## src/rtl/block_data_memory_pkg.sv

```systemverilog
// rtl/block_data_memory_pkg.sv - shared widths, FSM states and op encoding for the cache<->memory link
package mem_if_pkg;

  localparam int ADDR_W = 6;
  localparam int DATA_W = 32;
  localparam int CNT_W  = 4;

  typedef enum logic [1:0] {
    IDLE = 2'd0,
    BUSY = 2'd1,
    DONE = 2'd2
  } state_t;

  typedef enum logic {
    OP_READ  = 1'b0,
    OP_WRITE = 1'b1
  } op_t;

endpackage

```

## src/rtl/block_data_memory_if.sv

```systemverilog
// rtl/block_data_memory_if.sv - cache<->memory block request interface
interface block_data_memory_if;
  import mem_if_pkg::*;

  logic              mem_read;
  logic              mem_write;
  logic [ADDR_W-1:0] mem_address;
  logic [DATA_W-1:0] mem_writedata;
  logic [DATA_W-1:0] mem_readdata;
  logic              mem_busywait;

  // dcache side
  modport master (
    output mem_read, mem_write, mem_address, mem_writedata,
    input  mem_readdata, mem_busywait
  );

  // memory side
  modport slave (
    input  mem_read, mem_write, mem_address, mem_writedata,
    output mem_readdata, mem_busywait
  );

endinterface

```

## src/rtl/block_ram_array.sv

```systemverilog
// rtl/block_ram_array.sv - word array with sync write, sync clear and unregistered read
module block_ram_array
  import mem_if_pkg::*;
#(
  parameter int AW = ADDR_W,
  parameter int DW = DATA_W
) (
  input  logic          clk,
  input  logic          clear,
  input  logic          we,
  input  logic [AW-1:0] addr,
  input  logic [DW-1:0] wdata,
  output logic [DW-1:0] rdata
);

  logic [DW-1:0] mem [2**AW];

  // clear wipes every word and overrides any write issued on the same edge
  always_ff @(posedge clk) begin
    if (clear) begin
      for (int i = 0; i < 2**AW; i++) begin
        mem[i] <= '0;
      end
    end else if (we) begin
      mem[addr] <= wdata;
    end
  end

  // the parent registers this value when it completes a read
  assign rdata = mem[addr];

endmodule

```

## src/rtl/block_data_memory.sv

```systemverilog
// rtl/block_data_memory.sv - fixed-latency block data memory responding to dcache
module block_data_memory
  import mem_if_pkg::*;
#(
  parameter int LATENCY = 5
) (
  input  logic                clk,
  input  logic                reset,
  block_data_memory_if.slave  bus
);

  state_t            state, state_next;
  logic [CNT_W-1:0]  counter;
  logic [ADDR_W-1:0] addr_q;
  logic [DATA_W-1:0] data_q;
  op_t               op_q;
  logic [DATA_W-1:0] readdata_q;
  logic [DATA_W-1:0] ram_rdata;
  logic              req;
  logic              access_now;
  logic              ram_we;

  assign req        = bus.mem_read | bus.mem_write;
  assign access_now = (state == BUSY) && (counter == '0);
  assign ram_we     = access_now && (op_q == OP_WRITE);

  // busywait rises combinationally as soon as a request shows up in IDLE
  assign bus.mem_busywait = ((state == IDLE) && req) || (state == BUSY);
  assign bus.mem_readdata = readdata_q;

  block_ram_array #(
    .AW (ADDR_W),
    .DW (DATA_W)
  ) u_ram (
    .clk   (clk),
    .clear (reset),
    .we    (ram_we),
    .addr  (addr_q),
    .wdata (data_q),
    .rdata (ram_rdata)
  );

  // next-state: one pass IDLE -> BUSY -> DONE -> IDLE per accepted request
  always_comb begin
    state_next = state;
    case (state)
      IDLE:    if (req) state_next = BUSY;
      BUSY:    if (counter == '0) state_next = DONE;
      DONE:    state_next = IDLE;
      default: state_next = IDLE;
    endcase
  end

  // state register, request latches, latency countdown and read-data capture
  always_ff @(posedge clk) begin
    if (reset) begin
      state      <= IDLE;
      counter    <= '0;
      readdata_q <= '0;
      addr_q     <= '0;
      data_q     <= '0;
      op_q       <= OP_READ;
    end else begin
      state <= state_next;
      if (state == IDLE && req) begin
        addr_q  <= bus.mem_address;
        data_q  <= bus.mem_writedata;
        op_q    <= bus.mem_write ? OP_WRITE : OP_READ;
        counter <= CNT_W'(LATENCY - 1);
      end else if (state == BUSY) begin
        if (counter != '0) begin
          counter <= counter - 1'b1;
        end else if (op_q == OP_READ) begin
          readdata_q <= ram_rdata;
        end
      end
    end
  end

endmodule

```

## src/flat_wrapper.sv

```systemverilog
// flat-port wrapper written by rule: the top's interface ports become plain ports
module block_data_memory_flat import mem_if_pkg::*;
#(
  parameter int LATENCY = 5
)
  (clk, reset, bus_mem_read, bus_mem_write, bus_mem_address, bus_mem_writedata, bus_mem_readdata, bus_mem_busywait);
  block_data_memory_if bus_i ();
  input  logic clk;
  input  logic reset;
  input wire logic [$bits(bus_i.mem_read)-1:0] bus_mem_read;
  input wire logic [$bits(bus_i.mem_write)-1:0] bus_mem_write;
  input wire logic [$bits(bus_i.mem_address)-1:0] bus_mem_address;
  input wire logic [$bits(bus_i.mem_writedata)-1:0] bus_mem_writedata;
  output wire logic [$bits(bus_i.mem_readdata)-1:0] bus_mem_readdata;
  output wire logic [$bits(bus_i.mem_busywait)-1:0] bus_mem_busywait;
  assign bus_i.mem_read = bus_mem_read;
  assign bus_i.mem_write = bus_mem_write;
  assign bus_i.mem_address = bus_mem_address;
  assign bus_i.mem_writedata = bus_mem_writedata;
  assign bus_mem_readdata = bus_i.mem_readdata;
  assign bus_mem_busywait = bus_i.mem_busywait;
  block_data_memory #(.LATENCY(LATENCY)) u_core (.clk(clk), .reset(reset), .bus(bus_i));
endmodule
```

## config.mk

```make
export PLATFORM = sky130hd
export DESIGN_NAME = block_data_memory_flat
export DESIGN_NICKNAME = d
export VERILOG_FILES = /design/src/rtl/block_data_memory_pkg.sv /design/src/rtl/block_data_memory_if.sv /design/src/rtl/block_ram_array.sv /design/src/rtl/block_data_memory.sv /design/src/flat_wrapper.sv
export SDC_FILE = /design/constraint.sdc
export NUM_CORES = 2
export LEC_CHECK = 0
export BUFFER_PORTS_ARGS = -buffer_cell sky130_fd_sc_hd__buf_2
export CAP_MARGIN = 20
export CORE_ASPECT_RATIO = 2
export CORE_UTILIZATION = 45
export DETAILED_ROUTE_END_ITERATION = 12
export MAX_ROUTING_LAYER = met4
export REMOVE_ABC_BUFFERS = 1
export SLEW_MARGIN = 20
export SYNTH_ARGS = -nofsm -noshare
export SYNTH_HDL_FRONTEND = slang
export SYNTH_SLANG_ARGS = --single-unit
```

## constraint.sdc

```tcl
create_clock -name clk -period 3.32 [get_ports clk]
set_input_delay 0.83 -clock clk [delete_from_list [all_inputs] [get_ports clk]]
set_output_delay 0.83 -clock clk [all_outputs]
set_load 0.01 [all_outputs]
```

==> flow_metrics.env <==
export IMPL_max_freq_ghz=0.291
export IMPL_drive_above_1_share=0.214
export IMPL_htree_levels=4
export IMPL_synth_distinct_cells=73
export IMPL_intPower_mw=45.1
export IMPL_p_sw_mw=16.7
export IMPL_fillerInstances=17600
export IMPL_synth_area_sq_um=96200
export IMPL_cp_start_kind="flip-flop"
export IMPL_fp_row_count=239
export IMPL_ant_nets=0
export IMPL_postSynthCellCount=6991
export IMPL_p_leak_nw=40.3
export IMPL_combinationalPowerShare=0.137
export IMPL_fin_skew_ns=0.0486
export IMPL_postRouteWirelength_mm=379
export IMPL_setup_viol=3
export IMPL_slew_violations=0
export IMPL_clock_root_buffer="clkbuf_16"
export IMPL_start_util=0.454
export IMPL_cts_tree="yes"
export IMPL_ir_worst_vdd_mv=0.467
export IMPL_cts_sinks=2125
export IMPL_clkPwrFrac=0.359
export IMPL_fin_area_sq_um=111000
export IMPL_place_gp_congestion=1.03
export IMPL_async_flop_share=0
export IMPL_antenna_found_initial=33
export IMPL_violations="DRC, setup timing"
export IMPL_drt_initial_drc_count=7998
export IMPL_cap_viol_max_count=0
export IMPL_multi_input_area_sq_um=30300
export IMPL_pin_count=75
export IMPL_path_clk_slew_ns=0.07
export IMPL_seqCellArea_sq_um=63100
export IMPL_place_area_sq_um=105000
export IMPL_synth_edf_count=2048
export IMPL_sw_frac_of_total=0.271
export IMPL_synth_seq_cells=2125
export IMPL_grt_pass1_wl_mm=514
export IMPL_hold_buffers=0
export IMPL_stdcell_count=10200
export IMPL_ys_warn_count=0
export IMPL_top_usage_layer="met2"
export IMPL_grtUsageMet2=0.575
export IMPL_dp_cells=9842
export IMPL_met1_usage=0.398
export IMPL_crit_required_ns=4.05
export IMPL_grt_max_degree=98
export IMPL_holdWs_ns=0.204
export IMPL_grt_pass1_vias=62700
export IMPL_layout_common_cells="and2_1, edfxtp_1, buf_4, mux2i_1, a221oi_1"
export IMPL_via_per_inst=6.26
export IMPL_status="finished with violations"
export IMPL_cp_num_buf_inv=1
export IMPL_hold_path_class="input pin to flip-flop"
export IMPL_setup_slack_ns=-0.112
export IMPL_numCtsBuffers=191
export IMPL_overflow=0
export IMPL_cp_top_family="simple AND/OR/NAND/NOR gates"
export IMPL_seq_power_share=0.504
export IMPL_slowest_delay_ns=0.73
export IMPL_track_usage=0.358
export IMPL_rsz0062_at_grt="no"
export IMPL_hold_viol=0
export IMPL_power_density_nw_per_um2=558
export IMPL_drc_errors=10
export IMPL_clockBufferDepth=4
export IMPL_fin_crit_sh=1.03
export IMPL_setup_worst_path_class="flip-flop to flip-flop"
export IMPL_insertion_delay_ns=0.88
export IMPL_dieArea_sq_um=216000
export IMPL_nets=7312
export IMPL_firstDrtPassIters=10
export IMPL_post_drt_wl_per_cell_microns=37.1
export IMPL_hpwl_mm=254
export IMPL_critPathMaxFanout=14
export IMPL_slowest_stage="a221oi_1"
export IMPL_design_core_area_sq_um=212000
export IMPL_die_h_microns=656
export IMPL_yosysSeqAreaShare=0.655
export IMPL_num_vias=63800
export IMPL_met3_usage=0.0552
export IMPL_max_slew_margin_rel=0.141
export IMPL_area_delta_synth_final_pct=15.1
export IMPL_syn_avg_cell_area_sq_um=13.8
export IMPL_port_buffers=74
export IMPL_die_x_microns=329
export IMPL_fin_util=0.522
export IMPL_cp_cell_sequence="nor2b_4 > buf_4 > a22oi_1 > nand3_1 > nand4_1 > a221oi_1 > a31oi_1"
export IMPL_layout_commonest_cell="and2_1"
export IMPL_cp_arrival_ns=4.16
export IMPL_fin_crit_ns=3.43
export IMPL_worst_pin_slew_ns=1.29
export IMPL_end_kind="flip-flop"
export IMPL_ys_flop_type="edfxtp_1"
==> what timing repair did <==
item                       in CTS  in global routing
setup endpoints to repair       2                  3
hold endpoints to repair        0                  0
resized for setup               2                  0
setup buffers                   0                  4
==> sequential cells by signal, summed over array words and instances (netlist names) <==
name / cells
u_core.bus.mem_readdata: 32
u_core.u_ram.mem: 2048
u_core.data_q: 32
u_core.op_q: 1
u_core.state: 2
u_core.counter: 4
u_core.addr_q: 6
==> kinds of logic after synthesis <==
group           Yosys count  share of synthesized area
xor+xnor                  3                   0.000273
simple gates           2564                      0.158
compound gates          974                     0.0735
buf+inv                 738                     0.0327
mux                     585                     0.0802
flops                  2125                      0.655
fa+ha+maj                 2                   0.000260
==> cell usage after synthesis, drive strengths merged, types with 20 or more instances <==
master	count	area, sq um
a221o	40	400
buf	197	1120
a21oi	155	776
a31oi	32	200
a221oi	212	1860
mux2i	294	2940
a22o	36	315
nor2	191	722
o21ai	103	515
nand2	163	614
or2	69	432
o2bb2ai	26	228
mux2	158	1780
and2	2053	12800
a22oi	161	1210
o22ai	91	569
edfxtp	2048	61500
mux4	133	3000
dfxtp	77	1540
a211oi	20	150
clkbuf	536	2010
nand3	25	130
==> metrics by stage <==
step / total power, mW / TNS [ns] / setup WS [ns]
floorplan: 35.5 / - / -20.27
global placement: 39.9 / -0.0607 / -0.0607
detailed placement: 39.9 / -0.0553 / -0.0452
CTS: 61.7 / 0 / 0.00727
global route: 62.7 / 0 / 0.0206
finish: 61.8 / -0.209 / -0.112
==> path summary, 6_finish.rpt <==
check                              from                          end  slack, ns  depth (start not counted)
setup / recovery       u_core.addr_q[0]  u_core.bus.mem_readdata[15]      -0.11                          7
hold / removal    bus_mem_writedata[31]            u_core.data_q[31]       0.20                          3
hold reg to reg        u_core.data_q[6]             u_core.data_q[6]       0.48                          2
setup reg to reg       u_core.addr_q[0]  u_core.bus.mem_readdata[15]      -0.11                          7
==> routing by layer <==
layer / vias up / routed length [microns]
met5: - / 0
met4: 0 / 35700
met3: 1118 / 32400
met2: 3835 / 184000
met1: 32800 / 126000
li1: 26100 / -
==> power groups by stage <==
| stage | clock network, mW | registers (mW) | logic (mW) |
|---|---|---|---|
| after detailed placement | 0 | 31.7 | 8.26 |
| after CTS | 22.3 | 31.1 | 8.28 |
| final | 22.2 | 31.1 | 8.47 |
| after floorplan | 0 | 31.7 | 3.80 |
| after global routing | 23.1 | 31.2 | 8.50 |
| after global placement | 0 | 31.6 | 8.24 |
==> layout make-up <==
cell class                      instances  area share
Sequential cell                      2125       0.570
Multi-Input combinational cell       4128       0.274
Timing Repair Buffer                  817      0.0708
Clock buffer                          233      0.0455
Tap cell                             2771      0.0313
Clock inverter                        101     0.00836
Antenna cell                           16    0.000361
Inverter                                5    0.000249
==> worst min-delay path, stage by stage <==
cell	delay, ns
buf_2	0.09
nand2_1	0.04
a21oi_1	0.05
(Power assumes the default switching activity.)
